[config.mk]
export PLATFORM = sky130hd
export DESIGN_NAME = sram_req_ctrl
export DESIGN_NICKNAME = d
export VERILOG_FILES = /design/src/rtl/sram_req_ctrl_pkg.sv /design/src/rtl/sram_rsp_fifo.sv /design/src/rtl/sram_req_ctrl.sv
export SDC_FILE = /design/constraint.sdc
export NUM_CORES = 1
export LEC_CHECK = 0
export CAP_MARGIN = 20
export CORE_ASPECT_RATIO = 0.8
export CORE_MARGIN = 4
export CORE_UTILIZATION = 39
export CTS_CLUSTER_DIAMETER = 30
export DETAILED_ROUTE_END_ITERATION = 8
export HOLD_SLACK_MARGIN = 0.1
export PLACE_DENSITY = 0.87
export SYNTH_ARGS = -nofsm -noshare
export SYNTH_HDL_FRONTEND = slang
export SYNTH_SLANG_ARGS = --single-unit
[constraint.sdc]
create_clock -name clk -period 1.9 [get_ports clk]
set_input_delay 0.19 -clock clk [delete_from_list [all_inputs] [get_ports clk]]
set_output_delay 0.19 -clock clk [all_outputs]
set_load 0.05 [all_outputs]
[src/rtl/sram_req_ctrl_pkg.sv]
// Shared widths, controller state type and byte-enable expansion for sram_req_ctrl.
// Optional response queue is selected with the SRAM_REQ_CTRL_RSPQ_EN macro.
package sram_req_ctrl_pkg;

    localparam int SRAM_AW  = 10;
    localparam int SRAM_DW  = 32;
    localparam int SRAM_BEW = 4;

    typedef enum logic [1:0] {
        ST_IDLE,
        ST_ACC,
        ST_CAP,
        ST_RSP
    } state_t;

    function automatic logic [SRAM_DW-1:0] be_to_bm(input logic [SRAM_BEW-1:0] be);
        logic [SRAM_DW-1:0] bm;
        for (int i = 0; i < SRAM_BEW; i++) begin
            bm[8*i +: 8] = {8{be[i]}};
        end
        return bm;
    endfunction

endpackage

[src/rtl/sram_rsp_fifo.sv]
// Synchronous response FIFO for sram_req_ctrl; built only when
// SRAM_REQ_CTRL_RSPQ_EN is defined.
`ifdef SRAM_REQ_CTRL_RSPQ_EN
module sram_rsp_fifo #(
    parameter int DEPTH = 4,
    parameter int WIDTH = 32
) (
    input  logic                       clk,
    input  logic                       rst_n,
    input  logic                       i_push,
    input  logic [WIDTH-1:0]           i_wdata,
    input  logic                       i_pop,
    output logic [WIDTH-1:0]           o_rdata,
    output logic                       o_full,
    output logic                       o_empty,
    output logic [$clog2(DEPTH):0]     o_count
);

    localparam int AW = $clog2(DEPTH);

    logic [WIDTH-1:0] r_mem [DEPTH];
    logic [AW-1:0]    r_wr_ptr;
    logic [AW-1:0]    r_rd_ptr;
    logic [AW:0]      r_count;
    logic             w_do_push;
    logic             w_do_pop;

    assign o_empty   = (r_count == '0);
    assign o_full    = (r_count == (AW+1)'(DEPTH));
    assign o_count   = r_count;
    assign o_rdata   = r_mem[r_rd_ptr];
    assign w_do_pop  = i_pop && !o_empty;
    assign w_do_push = i_push && (!o_full || w_do_pop);

    // NOTE: storage is deliberately left unreset; the pointers and count alone decide which entries are valid.
    always_ff @(posedge clk) begin
        if (w_do_push) begin
            r_mem[r_wr_ptr] <= i_wdata;
        end
    end

    always_ff @(posedge clk or negedge rst_n) begin
        if (!rst_n) begin
            r_wr_ptr <= '0;
            r_rd_ptr <= '0;
            r_count  <= '0;
        end else begin
            if (w_do_push) r_wr_ptr <= r_wr_ptr + 1'b1;
            if (w_do_pop)  r_rd_ptr <= r_rd_ptr + 1'b1;
            r_count <= r_count + (AW+1)'(w_do_push) - (AW+1)'(w_do_pop);
        end
    end

endmodule
`endif

[src/rtl/sram_req_ctrl.sv]
// Request/response front end for a single-port SRAM macro with registered pins.
// Define SRAM_REQ_CTRL_RSPQ_EN for pipelined reads through a response FIFO.
module sram_req_ctrl
    import sram_req_ctrl_pkg::*;
#(
    parameter int RSPQ_DEPTH = 4
) (
    input  logic                clk,
    input  logic                rst_n,
    input  logic                req_valid,
    output logic                req_ready,
    input  logic                req_we,
    input  logic [SRAM_AW-1:0]  req_addr,
    input  logic [SRAM_BEW-1:0] req_be,
    input  logic [SRAM_DW-1:0]  req_wdata,
    output logic                rsp_valid,
    input  logic                rsp_ready,
    output logic [SRAM_DW-1:0]  rsp_rdata,
    output logic [SRAM_AW-1:0]  sram_addr,
    output logic [SRAM_DW-1:0]  sram_bm,
    output logic [SRAM_DW-1:0]  sram_din,
    output logic                sram_men,
    output logic                sram_wen,
    output logic                sram_ren,
    input  logic [SRAM_DW-1:0]  sram_dout
);

    if (RSPQ_DEPTH < 2 || (RSPQ_DEPTH & (RSPQ_DEPTH - 1)) != 0) begin : g_bad_depth
        $error("RSPQ_DEPTH must be a power of two and at least 2");
    end

    logic               r_live;
    logic               r_men;
    logic               r_wen;
    logic               r_ren;
    logic [SRAM_AW-1:0] r_addr;
    logic [SRAM_DW-1:0] r_bm;
    logic [SRAM_DW-1:0] r_din;
    logic               w_accept;
    logic               w_pop;

    assign w_accept  = req_valid && req_ready;
    assign sram_men  = r_men;
    assign sram_wen  = r_wen;
    assign sram_ren  = r_ren;
    assign sram_addr = r_addr;
    assign sram_bm   = r_bm;
    assign sram_din  = r_din;

    // NOTE: sequential state uses non-blocking assignments so every register samples pre-edge values.
    always_ff @(posedge clk or negedge rst_n) begin
        if (!rst_n) begin
            r_live <= 1'b0;
            r_men  <= 1'b0;
            r_wen  <= 1'b0;
            r_ren  <= 1'b0;
            r_addr <= '0;
            r_bm   <= '0;
            r_din  <= '0;
        end else begin
            r_live <= 1'b1;
            r_men  <= w_accept;
            r_wen  <= w_accept && req_we;
            r_ren  <= w_accept && !req_we;
            if (w_accept) begin
                r_addr <= req_addr;
                r_bm   <= be_to_bm(req_be);
                r_din  <= req_wdata;
            end
        end
    end

`ifdef SRAM_REQ_CTRL_RSPQ_EN
    localparam int CW = $clog2(RSPQ_DEPTH);

    logic               r_cap_vld;
    logic               w_empty;
    logic               w_full;
    logic [CW:0]        w_count;
    logic [CW+1:0]      w_occ;
    logic [SRAM_DW-1:0] w_head;

    always_ff @(posedge clk or negedge rst_n) begin
        if (!rst_n) r_cap_vld <= 1'b0;
        else        r_cap_vld <= r_ren;
    end

    sram_rsp_fifo #(
        .DEPTH (RSPQ_DEPTH),
        .WIDTH (SRAM_DW)
    ) u_rsp_fifo (
        .clk     (clk),
        .rst_n   (rst_n),
        .i_push  (r_cap_vld),
        .i_wdata (sram_dout),
        .i_pop   (w_pop),
        .o_rdata (w_head),
        .o_full  (w_full),
        .o_empty (w_empty),
        .o_count (w_count)
    );

    // Reads still at the pins or being sampled have a FIFO slot reserved.
    assign w_occ     = {1'b0, w_count} + (CW+2)'(r_ren) + (CW+2)'(r_cap_vld) - (CW+2)'(w_pop);
    assign rsp_valid = !w_empty;
    assign rsp_rdata = w_empty ? '0 : w_head;
    assign w_pop     = rsp_valid && rsp_ready;
    assign req_ready = r_live && !(w_full && !w_pop) && (w_occ < (CW+2)'(RSPQ_DEPTH));
`else
    state_t             r_state;
    state_t             w_next;
    logic [SRAM_DW-1:0] r_rdata;

    assign rsp_valid = (r_state == ST_RSP);
    assign rsp_rdata = r_rdata;
    assign w_pop     = rsp_valid && rsp_ready;
    assign req_ready = r_live && ((r_state == ST_IDLE) || w_pop);

    always_ff @(posedge clk or negedge rst_n) begin
        if (!rst_n) begin
            r_state <= ST_IDLE;
            r_rdata <= '0;
        end else begin
            r_state <= w_next;
            if (r_state == ST_CAP) r_rdata <= sram_dout;
        end
    end

    // NOTE: default assignment first keeps this block free of inferred latches.
    always_comb begin
        w_next = r_state;
        case (r_state)
            ST_IDLE: if (w_accept && !req_we) w_next = ST_ACC;
            ST_ACC:  w_next = ST_CAP;
            ST_CAP:  w_next = ST_RSP;
            ST_RSP:  if (w_pop) w_next = (w_accept && !req_we) ? ST_ACC : ST_IDLE;
            default: w_next = ST_IDLE;
        endcase
    end
`endif

endmodule
==> impl.org <==
** Status
- Outcome :: complete, no violations

** Layout
- Count of placed standard cells in the final layout, fillers left out :: 510
- 0 antenna diodes ended up in the layout.
- Fraction of the core area covered by cells at the end of the flow :: 65.75%
- Synth-to-Final Area Change :: 61.84%
- Cells with a size suffix above 1 make up 25.88% of the layout.
- The net count of the finished layout is 480.

** Synthesis
- Post-synthesis compound-gate area fraction :: less than 1%
- Each instance of the synthesized netlist takes up on average about 16 um2.
- After Yosys synthesis, and, or, nand and nor cells account for under 10% of the synthesized area.
- By area the synthesized netlist is led by dfrtp_1, mux2_2, mux2_4, buf_4, ha_1.
- Number of synthesized register bits :: 84
- Summing the sequential cell areas from Yosys gives about three fifths of the chip area.
- Summing the areas of all xor and xnor instances in the mapped netlist gives 0% of the synthesized area.
- Post-synthesis cell count :: approximately 220
- The largest total area in the synthesized netlist belongs to dfrtp_1.
- Largest family of logic cells by synthesized area :: multiplexers
- Multiplexer share of the synthesized area :: 27.62%
- Number of warnings issued by yosys :: 0
- Post-synthesis instance area :: between 3000 and 4000 um2
- Summing the areas of all fa, ha and maj instances in the mapped netlist gives 1.433% of the synthesized area.
- Synthesis instantiated 23 different standard cells from the library.
- Mapped Nets :: about 300
- Summed over its instances, the top area cell type makes up roughly 60% of the synthesized netlist area.

** Placement
- Detailed placer's ending HPWL :: 6456 um
- IO Port Bufs :: about 190
- The number of placed instances, taps included, is just under 500.
- Last weighted congestion value of the routability-driven placer :: between 0.7 and 0.8

** Timing
- WHS :: 0.3981 ns
- Setup TNS :: 0 ns
- Least-Margin Pin Slew :: ~0.54 ns
- Count of final hold-check violations :: 0
- The number of pins exceeding their max-slew limit in the final report is 0.
- Slew headroom :: 63.98%
- Count of endpoints failing setup in the final report :: 0
- Worst clock skew on the final layout :: between 0.01 and 0.015 ns
- Post-layout min period :: between 1.5 and 2 ns
- Final cycle utilization of the critical path :: between 90 and 100%
- F_max :: ~550 MHz

** Worst setup path
- STA classifies the critical path startpoint as a flip-flop.
- Endpoint of the lowest-slack register-to-register path :: sram_din[24]
- Max stage delay cell, worst path :: clkdlybuf4s50_1
- STA puts the critical path data arrival time at about 1.6 ns.
- Critical path buffers and inverters :: 1
- In this design, the stage delay of the slowest critical-path cell is between 0.8 and 0.9 ns.
- The worst register-to-register path has a depth of 6.
- The worst register-to-register path begins at r_state[0].
- Crit-path leading delay family :: buffers and inverters
- List of cells traversed by the critical path :: clkdlybuf4s50_1
- Critical Path RT :: roughly 1.7 ns
- The worst setup path is captured at an output pin.
- For flop-to-flop paths, the worst setup slack is between 0.1 and 0.15 ns.
- In this run the worst path has a maximum fanout of 9.
- The worst setup path is of the flip-flop to output pin kind.

** Clock network
- Clock edge transition at the registers on the reported setup and hold paths :: 0.09 ns
- The clock net in this run drives a total of between 80 and 90 sinks.
- CTS placed an instance of clkbuf_8 at the clock tree root.
- TritonCTS built the clock tree.
- Counting the buffers created by CTS gives 9.
- Number of buffers on the longest clock path :: 2
- # H-tree levels :: 3
- Clock latency of the later-clocked register in the worst-skew pair :: 0.34 ns

** Global routing
- Overall Global Routing Usage :: about 16%
- Antenna violations before repair :: 0
- Global routing finished with a remaining overflow of 0.
- Vias in the first global route :: roughly 2500
- The first global-routing pass estimated 13180 um of wire.
- Pin count of the biggest net entering global routing :: 85

** Routing
- Routed WL per cell :: 16.86 um
- The count of nets left with antenna violations once routing finished came out at 0.
- In the routed layout, each cell is associated on average with a via count of about 4.6.
- For this run, the detailed router's first-pass iteration total came to 2.
- After detailed routing, the total wire length is 8600 um.
- For this block, the initial DRC count from the detailed router was around 70.
- Remaining DRCs :: 0
- Vias :: approximately 2300

** Die
- The die is between 100 and 150 um wide.
- Site Rows :: 30
- In this run the vertical extent of the chip is 92.64 um.
- IO Pins :: approximately 190
- The floorplan step defined a die boundary enclosing ~11000 um2.
- The region available for standard cell placement spans 8596 um2.
- Initial core utilization :: 40.63%

** Job
- Number of maximum-capacitance constraint violations :: 0

** Hold path
- Min-Delay Path Class :: input port to asynchronous set/reset pin
[tightest hold or removal path, delay by kind of cell]
family	cells	cell delay, ns
buffers and inverters	3	0.97
[sequential cells by signal, summed over array words and instances, names as in the netlist]
name	flops
sram_din	32
r_state	2
sram_bm	4
sram_wen	1
r_live	1
sram_addr	10
rsp_rdata	32
sram_men	1
sram_ren	1
[placed cells by master, fill, tap and decap left out, drive strengths merged]
cell	n
ha	4
a21o	1
dfrtp	84
nor2	2
and2	1
conb	1
dlygate4sd3	1
buf	7
bufinv	1
nand2b	1
nor2b	2
clkbuf	9
dlygate4sd2	6
dlymetal6s2s	25
nand2	1
clkdlybuf4s50	159
nor3	1
clkinvlp	3
nand3b	1
mux2	79
a21oi	1
nor4b	1
a211oi	1
inv	5
o32a	1
[cells by family after synthesis]
logic type / after synthesis
DFF: 84
and+or+nand+nor: 10
muxes: 79
AOI/OAI and AO/OA: 4
adders and majority gates: 4
other: 1
buffers and inverters: 39
[cell usage after synthesis (all sizes together)]
library cell,n
nand2,1
nor2,2
a21o,1
and2,1
buf,36
nor3,1
nand3b,1
nor2b,2
o32a,1
nand2b,1
nor4b,1
a21oi,1
inv,2
a211oi,1
dfrtp,84
conb,1
clkbuf,1
ha,4
mux2,79
[metrics by stage]
step	setup WS (ns)	cell area (um2)
6_report	0.09253	5652
5_1_grt	-0.01189	5652
4_1_cts	0.0005446	5582
3_5_place_dp	0.1288	5374
3_3_place_gp	0.2268	5374
2_1_floorplan	0.09225	3495
[worst max path at each step]
stage	startpoint	endpoint	slack (ns)	cells after the start
final	sram_bm[23]	sram_bm[21]	0.09	1
after global routing	sram_bm[23]	sram_bm[21]	-0.01	1
after CTS	sram_bm[15]	sram_bm[13]	0.0005	1
after detailed placement	r_state[0]	sram_din[29]	0.13	6
after global placement	rsp_ready	sram_din[25]	0.23	5
after floorplan	r_state[1]	sram_addr[4]	0.09	6
[area by class of cell]
class                      count  area (um2)
fill                         648        2944
sequential                    84        2102
timing repair buffer         198        2069
multi-input combinational     98        1127
tap                          112       140.1
clock buffer                   9       123.9
clock inverter                 7       81.33
inverter                       2       7.507
[repair_timing]
| item | in CTS | in global routing |
|---|---|---|
| hold endpoints to repair | 84 | 0 |
| buffers inserted | 0 | 0 |
| endpoints found under the setup margin | 16 | 27 |
| hold buffers | 1 | 0 |
| pin swaps | 0 | 0 |
| gates cloned | 0 | 0 |
| resized for setup | 6 | 26 |
[per-layer routing]
metal	wire length, um	part of all wire (%)	track usage (%)	up-vias
li1	-	-	-	1077
met1	3423	40	18.76	1134
met2	4368	51	27.45	104
met3	704	8.2	5.879	10
met4	104	1.2	4.550	0
met5	0	0	0	-
Power is not shown: default switching activity piles up to over one toggle a cycle in this logic, so the estimate is an artifact.
